### src/rtl/key_conditioner_if.sv
`default_nettype none
// ============================================================================
// Module   : key_conditioner_if
// Brief    : Raw button/switch inputs and conditioned key outputs of the lock front end
// Revision : 1.0
// ============================================================================
interface key_conditioner_if;
    logic       KeyRaw1;
    logic       KeyRaw2;
    logic [3:0] PasswordRaw;
    logic       Key1;
    logic       Key2;
    logic [3:0] Password;
    logic       Collision;

    modport master (
        output KeyRaw1, KeyRaw2, PasswordRaw,
        input  Key1, Key2, Password, Collision
    );

    modport slave (
        input  KeyRaw1, KeyRaw2, PasswordRaw,
        output Key1, Key2, Password, Collision
    );
endinterface
`default_nettype wire

### src/rtl/key_conditioner.sv
`default_nettype none
// ============================================================================
// Module   : key_conditioner
// Brief    : Synchronizes and debounces two buttons into single press pulses with captured switch value
// Revision : 1.0
// ============================================================================
module key_conditioner #(
    parameter int DEBOUNCE_CYCLES = 16
) (
    input  wire logic        Clk,
    input  wire logic        Reset_n,
    key_conditioner_if.slave bus
);

    localparam int                c_cnt_w   = $clog2(DEBOUNCE_CYCLES);
    localparam logic [c_cnt_w-1:0] c_cnt_max = c_cnt_w'(DEBOUNCE_CYCLES - 1);

    typedef enum logic [1:0] {
        ST_IDLE         = 2'd0,
        ST_PRESS_WAIT   = 2'd1,
        ST_HELD         = 2'd2,
        ST_RELEASE_WAIT = 2'd3
    } state_t;

    logic [1:0] r_key_s1;
    logic [1:0] r_key_s2;
    logic [3:0] r_pw_s1;
    logic [3:0] r_pw_s2;
    logic [1:0] w_accept;
    logic       r_key1;
    logic       r_key2;
    logic       r_coll;
    logic [3:0] r_pw;

    always_ff @(posedge Clk or negedge Reset_n) begin
        if (!Reset_n) begin
            r_key_s1 <= 2'b00;
            r_key_s2 <= 2'b00;
            r_pw_s1  <= 4'b0000;
            r_pw_s2  <= 4'b0000;
        end else begin
            r_key_s1 <= {bus.KeyRaw2, bus.KeyRaw1};
            r_key_s2 <= r_key_s1;
            r_pw_s1  <= bus.PasswordRaw;
            r_pw_s2  <= r_pw_s1;
        end
    end

    genvar gi;
    generate
        for (gi = 0; gi < 2; gi++) begin : g_btn
            state_t               r_state;
            state_t               w_state_nxt;
            logic [c_cnt_w-1:0]   r_cnt;
            logic [c_cnt_w-1:0]   w_cnt_nxt;
            logic                 w_acc;
            logic                 w_s;

            assign w_s = r_key_s2[gi];

            always_ff @(posedge Clk or negedge Reset_n) begin
                if (!Reset_n) begin
                    r_state <= ST_IDLE;
                    r_cnt   <= '0;
                end else begin
                    r_state <= w_state_nxt;
                    r_cnt   <= w_cnt_nxt;
                end
            end

            // A level change must persist through the whole count; any relapse aborts it.
            always_comb begin
                w_state_nxt = r_state;
                w_cnt_nxt   = r_cnt;
                w_acc       = 1'b0;
                case (r_state)
                    ST_IDLE: begin
                        if (w_s) begin
                            w_state_nxt = ST_PRESS_WAIT;
                            w_cnt_nxt   = '0;
                        end
                    end
                    ST_PRESS_WAIT: begin
                        if (!w_s) begin
                            w_state_nxt = ST_IDLE;
                        end else if (r_cnt == c_cnt_max) begin
                            w_state_nxt = ST_HELD;
                            w_acc       = 1'b1;
                        end else begin
                            w_cnt_nxt = r_cnt + 1'b1;
                        end
                    end
                    ST_HELD: begin
                        if (!w_s) begin
                            w_state_nxt = ST_RELEASE_WAIT;
                            w_cnt_nxt   = '0;
                        end
                    end
                    ST_RELEASE_WAIT: begin
                        if (w_s) begin
                            w_state_nxt = ST_HELD;
                        end else if (r_cnt == c_cnt_max) begin
                            w_state_nxt = ST_IDLE;
                        end else begin
                            w_cnt_nxt = r_cnt + 1'b1;
                        end
                    end
                    default: begin
                        w_state_nxt = ST_IDLE;
                        w_cnt_nxt   = '0;
                    end
                endcase
            end

            assign w_accept[gi] = w_acc;
        end
    endgenerate

    // Simultaneous accepts are ambiguous for the lock, so they only raise Collision.
    always_ff @(posedge Clk or negedge Reset_n) begin
        if (!Reset_n) begin
            r_key1 <= 1'b0;
            r_key2 <= 1'b0;
            r_coll <= 1'b0;
            r_pw   <= 4'b0000;
        end else begin
            r_key1 <= w_accept[0] & ~w_accept[1];
            r_key2 <= w_accept[1] & ~w_accept[0];
            r_coll <= w_accept[0] &  w_accept[1];
            if (w_accept[0] ^ w_accept[1]) begin
                r_pw <= r_pw_s2;
            end
        end
    end

    assign bus.Key1      = r_key1;
    assign bus.Key2      = r_key2;
    assign bus.Collision = r_coll;
    assign bus.Password  = r_pw;

endmodule
`default_nettype wire
### src/flat_wrapper.sv
// flat-port wrapper written by rule: the top's interface ports become plain ports
module key_conditioner_flat 
#(
    parameter int DEBOUNCE_CYCLES = 16
)
  (Clk, Reset_n, bus_KeyRaw1, bus_KeyRaw2, bus_PasswordRaw, bus_Key1, bus_Key2, bus_Password, bus_Collision);
  key_conditioner_if bus_i ();
  input  wire logic Clk;
  input  wire logic Reset_n;
  input wire logic [$bits(bus_i.KeyRaw1)-1:0] bus_KeyRaw1;
  input wire logic [$bits(bus_i.KeyRaw2)-1:0] bus_KeyRaw2;
  input wire logic [$bits(bus_i.PasswordRaw)-1:0] bus_PasswordRaw;
  output wire logic [$bits(bus_i.Key1)-1:0] bus_Key1;
  output wire logic [$bits(bus_i.Key2)-1:0] bus_Key2;
  output wire logic [$bits(bus_i.Password)-1:0] bus_Password;
  output wire logic [$bits(bus_i.Collision)-1:0] bus_Collision;
  assign bus_i.KeyRaw1 = bus_KeyRaw1;
  assign bus_i.KeyRaw2 = bus_KeyRaw2;
  assign bus_i.PasswordRaw = bus_PasswordRaw;
  assign bus_Key1 = bus_i.Key1;
  assign bus_Key2 = bus_i.Key2;
  assign bus_Password = bus_i.Password;
  assign bus_Collision = bus_i.Collision;
  key_conditioner #(.DEBOUNCE_CYCLES(DEBOUNCE_CYCLES)) u_core (.Clk(Clk), .Reset_n(Reset_n), .bus(bus_i));
endmodule
### config.mk
export PLATFORM = sky130hd
export DESIGN_NAME = key_conditioner_flat
export DESIGN_NICKNAME = d
export VERILOG_FILES = /design/src/rtl/key_conditioner_if.sv /design/src/rtl/key_conditioner.sv /design/src/flat_wrapper.sv
export SDC_FILE = /design/constraint.sdc
export NUM_CORES = 1
export LEC_CHECK = 0
export BUFFER_PORTS_ARGS = -buffer_cell sky130_fd_sc_hd__buf_4
export CORE_UTILIZATION = 50
export DETAILED_ROUTE_END_ITERATION = 7
export HOLD_SLACK_MARGIN = 0.06
export PLACE_DENSITY = 0.85
export SLEW_MARGIN = 20
export SYNTH_ARGS = -nofsm -noshare
export SYNTH_HDL_FRONTEND = slang
export SYNTH_SLANG_ARGS = --single-unit
export TNS_END_PERCENT = 20
### constraint.sdc
create_clock -name Clk -period 1.9 [get_ports Clk]
set_clock_uncertainty 0.05 [all_clocks]
set_input_delay 0.285 -clock Clk [delete_from_list [all_inputs] [get_ports Clk]]
set_output_delay 0.285 -clock Clk [all_outputs]
set_load 0.01 [all_outputs]
# ---- After elaboration in Yosys (flattened, before gate mapping)
# Cells that the tools add are included.
dict set report totals {
  register_bits 31
  wordCells 78
  input_bits 8
  out_inout_bits 7
}
dict set report classes {
  n_reduce_logical 6
  bitwise_logic 6
  mux 32
  add_sub_neg 2
  eq_ne 20
}
# cell n
set ops {}
lappend ops {{4-bit 2-to-1 mux} 10}
lappend ops {{4-bit case mux with 4 select lines} 2}
lappend ops {{2-bit 2-to-1 mux} 12}
lappend ops {{2-bit case mux with 4 select lines} 2}
lappend ops {{4-bit AND reduction} 4}
lappend ops {{4-bit by 1-bit adder with 4-bit output (second input constant)} 2}
lappend ops {{2-bit equality test (second input constant)} 4}
lappend ops {{4-bit equality test (second input constant)} 2}
lappend ops {{2-bit by 1-bit inequality test with 1-bit output (second input constant)} 4}
lappend ops {{2-bit inequality test (second input constant)} 4}
lappend ops {{1-bit 2-to-1 mux} 6}
lappend ops {{3-bit by 1-bit inequality test with 1-bit output (second input constant)} 2}
lappend ops {{3-bit inequality test (second input constant)} 2}
lappend ops {{2-bit by 1-bit equality test with 1-bit output (second input constant)} 2}
lappend ops {{2-bit zero test} 2}
lappend ops {{1-bit bitwise AND} 3}
lappend ops {{1-bit inverter} 2}
lappend ops {{1-bit bitwise XOR} 1}

# ---- Longest topological paths before layout
dict set report depth {
  depth_word 6
  depth_mapped 6
}

# ---- Least setup slack after synthesis
# OpenSTA, ideal clock, no wires.
dict set report synth_timing {
  kind {reg2reg}
  from {register u_core.g_btn[1].r_cnt[0]}
  to {register u_core.r_pw[0], in the netlist u_core.bus.Password[0]}
  required_time_ns 1.722
  arrival_ns 1.625
  synth_period_minus_slack_ns 1.803
  path_slack_ns 0.097
  path_buffers 0
  path_stages_with_launch 7
  path_cell_list {dfrtp_1 > ha_1 > and3_4 > nand4b_1 > inv_1 > ha_1 > mux2_1}
}
dict set report synth_via {
  elab_chain_cells 5
}
# element line_no
set synth_lines {}
lappend synth_lines {{from (decl)} key_conditioner.sv:54} ;# logic [c_cnt_w-1:0] r_cnt;
lappend synth_lines {{from (signal assigned)} key_conditioner.sv:67} ;# r_cnt <= w_cnt_nxt;
lappend synth_lines {{4-bit equality test} key_conditioner.sv:86} ;# end else if (r_cnt == c_cnt_max) begin
lappend synth_lines {{1-bit 2-to-1 mux} key_conditioner.sv:86}
lappend synth_lines {{1-bit 2-to-1 mux} key_conditioner.sv:84} ;# if (!w_s) begin
lappend synth_lines {{1-bit 2-to-1 mux} key_conditioner.sv:76} ;# case (r_state)
lappend synth_lines {{1-bit bitwise XOR} key_conditioner.sv:130} ;# if (w_accept[0] ^ w_accept[1]) begin
lappend synth_lines {{to (signal assigned)} key_conditioner.sv:131} ;# r_pw <= r_pw_s2;
lappend synth_lines {{to (decl)} key_conditioner.sv:33} ;# logic [3:0] r_pw;
# No other way between the ends.
# A chain may end at the register's enable or synchronous reset.

# ---- Worst setup path after layout
dict set report layout_timing {
  from {register u_core.g_btn[0].r_cnt[0]}
  to {register u_core.r_pw[1], in the netlist u_core.bus.Password[1]}
}
dict set report layout_via {
  elab_chain_cells 5
}
# element line_no
set layout_lines {}
lappend layout_lines {{from (decl)} key_conditioner.sv:54}
lappend layout_lines {{from (signal assigned)} key_conditioner.sv:67}
lappend layout_lines {{4-bit equality test} key_conditioner.sv:86}
lappend layout_lines {{1-bit 2-to-1 mux} key_conditioner.sv:86}
lappend layout_lines {{1-bit 2-to-1 mux} key_conditioner.sv:84}
lappend layout_lines {{1-bit 2-to-1 mux} key_conditioner.sv:76}
lappend layout_lines {{1-bit bitwise XOR} key_conditioner.sv:130}
# No other way between the ends.

==> impl_results.md <==
* Reg power frac at a little under three fifths
* Switch Pwr at 0.297 mW
* Post-synthesis cell count at 94
* Root Buffer: clkbuf_4
* Post-DP HPWL at approximately 1400 um
* Synthesized Nets at around 110
* Footprint of the multi-input gates at between 400 and 500 um^2
* # DRC at 0
* Final WL at between 2000 and 2500 um
* Hold path startpoint: u_core.r_pw_s1[3]$_DFF_PN0_
* Commonest non-fill, non-tap cell in the layout: dfrtp_1
* Number of synthesized register bits at 31
* Rows at 17
* Largest net degree at the start of global routing at 32
* Core footprint at 2280 um^2
* Initial antenna violation count at 0
* GRT Total Usage at a little over a fifth
* Max-slew headroom at 75.3%
* Top cell type's share of synthesized area at a little over three fifths
* Clk_lat worst skew at around 0.33 ns
* Layout fillers at between 100 and 150
* Post-synth top area cell: dfrtp_1
* FF-to-FF path depth at 5
* H-Tree Depth at 2
* Placed cell area at between 1000 and 1500 um^2
* Cell area after layout at 1580 um^2
* Syn Area/Cell at around 13 um^2
* Final Max Tran Viols at 0
* Internal power at ~0.97 mW
* Critical-path maximum fanout at 5
* Worst Tran Pin Value at around 0.37 ns
* Clock power frac at between 30% and 40%
* CTS Buffer Depth at 2
* Die Wd at slightly above 50 um
* TritonCTS clock tree: done
* Vias in the first global route at between 800 and 900
* Initial DRT Pass Iterations at 4
* Post-DRT Antenna Nets at 0
* I/O Buffers at 14
* Comb pwr share at 9.4%
* CP required at between 2 and 2.5 ns
* Vias post-DR at approximately 860
* Commonest non-fill, non-tap cells in the layout: 31 x dfrtp_1, 21 x buf_4, 12 x nand3_1
* Die height at roughly 52 um
* Initial Util at between 50% and 60%
* Max Freq at around 0.54 GHz
* Crit Reg-Reg Startpoint: u_core.g_btn[0].r_cnt[0]$_DFFE_PN0P_
* Grt ovf at 0
* Mapped cell area at ~1200 um^2
* Crit path capture type: flop
* Via density at between 5 and 6
* Crit path time final at approximately 1.8 ns
* Pwr dens at 803 nW/um^2
* Sequential cell area at a little under 800 um^2
* WHS at around 0.3 ns
* 1st-iter DRT viols at 11
* Endpoints failing setup at 0
* Switching share of power at 23.4%
* Max-Cap Viols at 0
* Hold Vio Cnt, Final at 0
* CTS buffer count at 5
* Count of cell types in the netlist at 19
* Critical path data arrival time at around 2.0 ns
* Share of the clock period used by the worst path at a little over nine tenths
* Outcome: finished clean
* CP Launch Point: u_core.g_btn[0].r_cnt[0]$_DFFE_PN0P_
* Share of post-route cells with drive strength above 1 at between 30 and 40%
* Clk pin slew, worst setup/hold paths at 0.09 ns
* First-pass GRT wire length at around 3800 um
* Clock sinks at 31
* Startpoint Class: flop
* Hold path endpoint: u_core.r_pw_s2[3]$_DFF_PN0_
* CP Class: flop to flop
* WL per Instance at 15.1 um
* P_leak at approximately 0.76 nW
* Register-to-register setup slack at 0.05 ns
* Gpl congestion at 0.832
* Fin nets at 140
* Largest cells by area after synthesis: dfrtp_1 63%, ha_1 5.1%, nand3_1 4.8%
* Peak supply drop at between 0.6 and 0.7 mV
* I/O Pins at 15
* Ant diodes at 0
* Post-synthesis sequential area ratio at 62.6%
* Area of the die at 2680 um^2
* Hold depth at 0
* Hold crit path type: flop to flop
* R2R Path End: u_core.bus.Password[1]$_DFFE_PN0P_
* Synth warn at 0
* P&R area growth vs syn at 27.8%
cell families (layout without fill, tap and decap cells):
kind of cell / Yosys count / in the layout / share of synthesized area (%)
multiplexers: 6 / 6 / 6.06
AND/OR/NAND/NOR: 32 / 32 / 14.9
flip-flops: 31 / 31 / 62.6
XOR/XNOR: 4 / 4 / 4.04
adder cells (fa/ha/maj): 5 / 5 / 5.05
AO/OA/AOI/OAI: 12 / 12 / 5.45
buffers and inverters: 4 / 38 / 1.82
per-layer routing:
layer,share of wire (%),up-vias,global-route usage (%)
met2,47,35,32.9
met4,2.5,0,10.8
li1,-,396,-
met3,7.8,10,9.06
met5,0,-,0
met1,43,415,25.0
stage by stage:
step                      power, mW  setup WS (ns)  instances  setup TNS (ns)  utilization [%]
final                          1.27         0.0522        156               0             69.5
after global routing           1.33        -0.0128        156         -0.0143             69.5
after CTS                      1.25       0.000469        153               0             67.5
after detailed placement      0.811        -0.0291        137         -0.0630             60.9
after global placement        0.802         0.0403        137               0             60.9
after floorplan               0.767         0.0973         94               0                -
cell usage after synthesis:
master and n:
xor2_2 2, mux2_4 2, o21ai_0 4, and3_4 2, nand4_1 2, a2bb2oi_1 2, xnor2_1 2, nand2_2 2
mux2_1 4, nor2_1 2, dfrtp_1 31, ha_1 5, inv_1 2, a21oi_1 6, nand2b_1 2, nand4b_1 4
nand2_1 6, buf_4 2, nand3_1 12
worst max-delay path by stage:
stage,cells after the start,slack (ns),end
2_1_floorplan,6,0.1,u_core.bus.Password[0]$_DFFE_PN0P_
3_3_place_gp,6,0.04,u_core.bus.Password[2]$_DFFE_PN0P_
3_5_place_dp,6,-0.03,u_core.bus.Password[1]$_DFFE_PN0P_
4_1_cts,5,0.0005,u_core.bus.Password[1]$_DFFE_PN0P_
5_1_grt,6,-0.01,u_core.bus.Password[0]$_DFFE_PN0P_
6_report,5,0.05,u_core.bus.Password[1]$_DFFE_PN0P_
flip-flops by register name, summed over array words and instances (netlist names), named ones only:
name / cells
u_core.g_btn.r_cnt: 8
u_core.bus.Password: 4
u_core.r_pw_s1: 4
u_core.r_pw_s2: 4
u_core.g_btn.r_state: 2
u_core.r_key_s1: 2
u_core.r_key_s2: 2
u_core.bus.Collision: 1
u_core.bus.Key1: 1
u_core.bus.Key2: 1
timing repair:
action                     4_1_cts  5_1_grt
setup endpoints to repair        4        4
gates resized for setup          1        4
pin swaps                        1        0
hold endpoints to repair        37        0
buffers inserted                 1        3
hold buffers                     7        0
critical path, stage by stage, from the launching register on:
cell and delay (ns):
dfrtp_1 0.38, ha_2 0.23, and3_4 0.19, nand4b_1 0.19, ha_4 0.36, mux2_1 0.32
power by group through the flow:
stage,Clock (mW),Sequential [mW],Combinational [mW]
6_report,0.432,0.720,0.119
3_3_place_gp,0,0.729,0.0726
2_1_floorplan,0,0.724,0.0433
5_1_grt,0.472,0.723,0.135
3_5_place_dp,0,0.733,0.0784
4_1_cts,0.436,0.718,0.0971
layout make-up:
cell class	count	share of cell area (%)
Sequential cell	31	49.0
Inverter	2	0.474
Tap cell	28	2.21
Timing Repair Buffer	28	14.4
Clock buffer	8	4.35
Multi-Input combinational cell	59	29.6
Power figures use the tool's default switching activity.
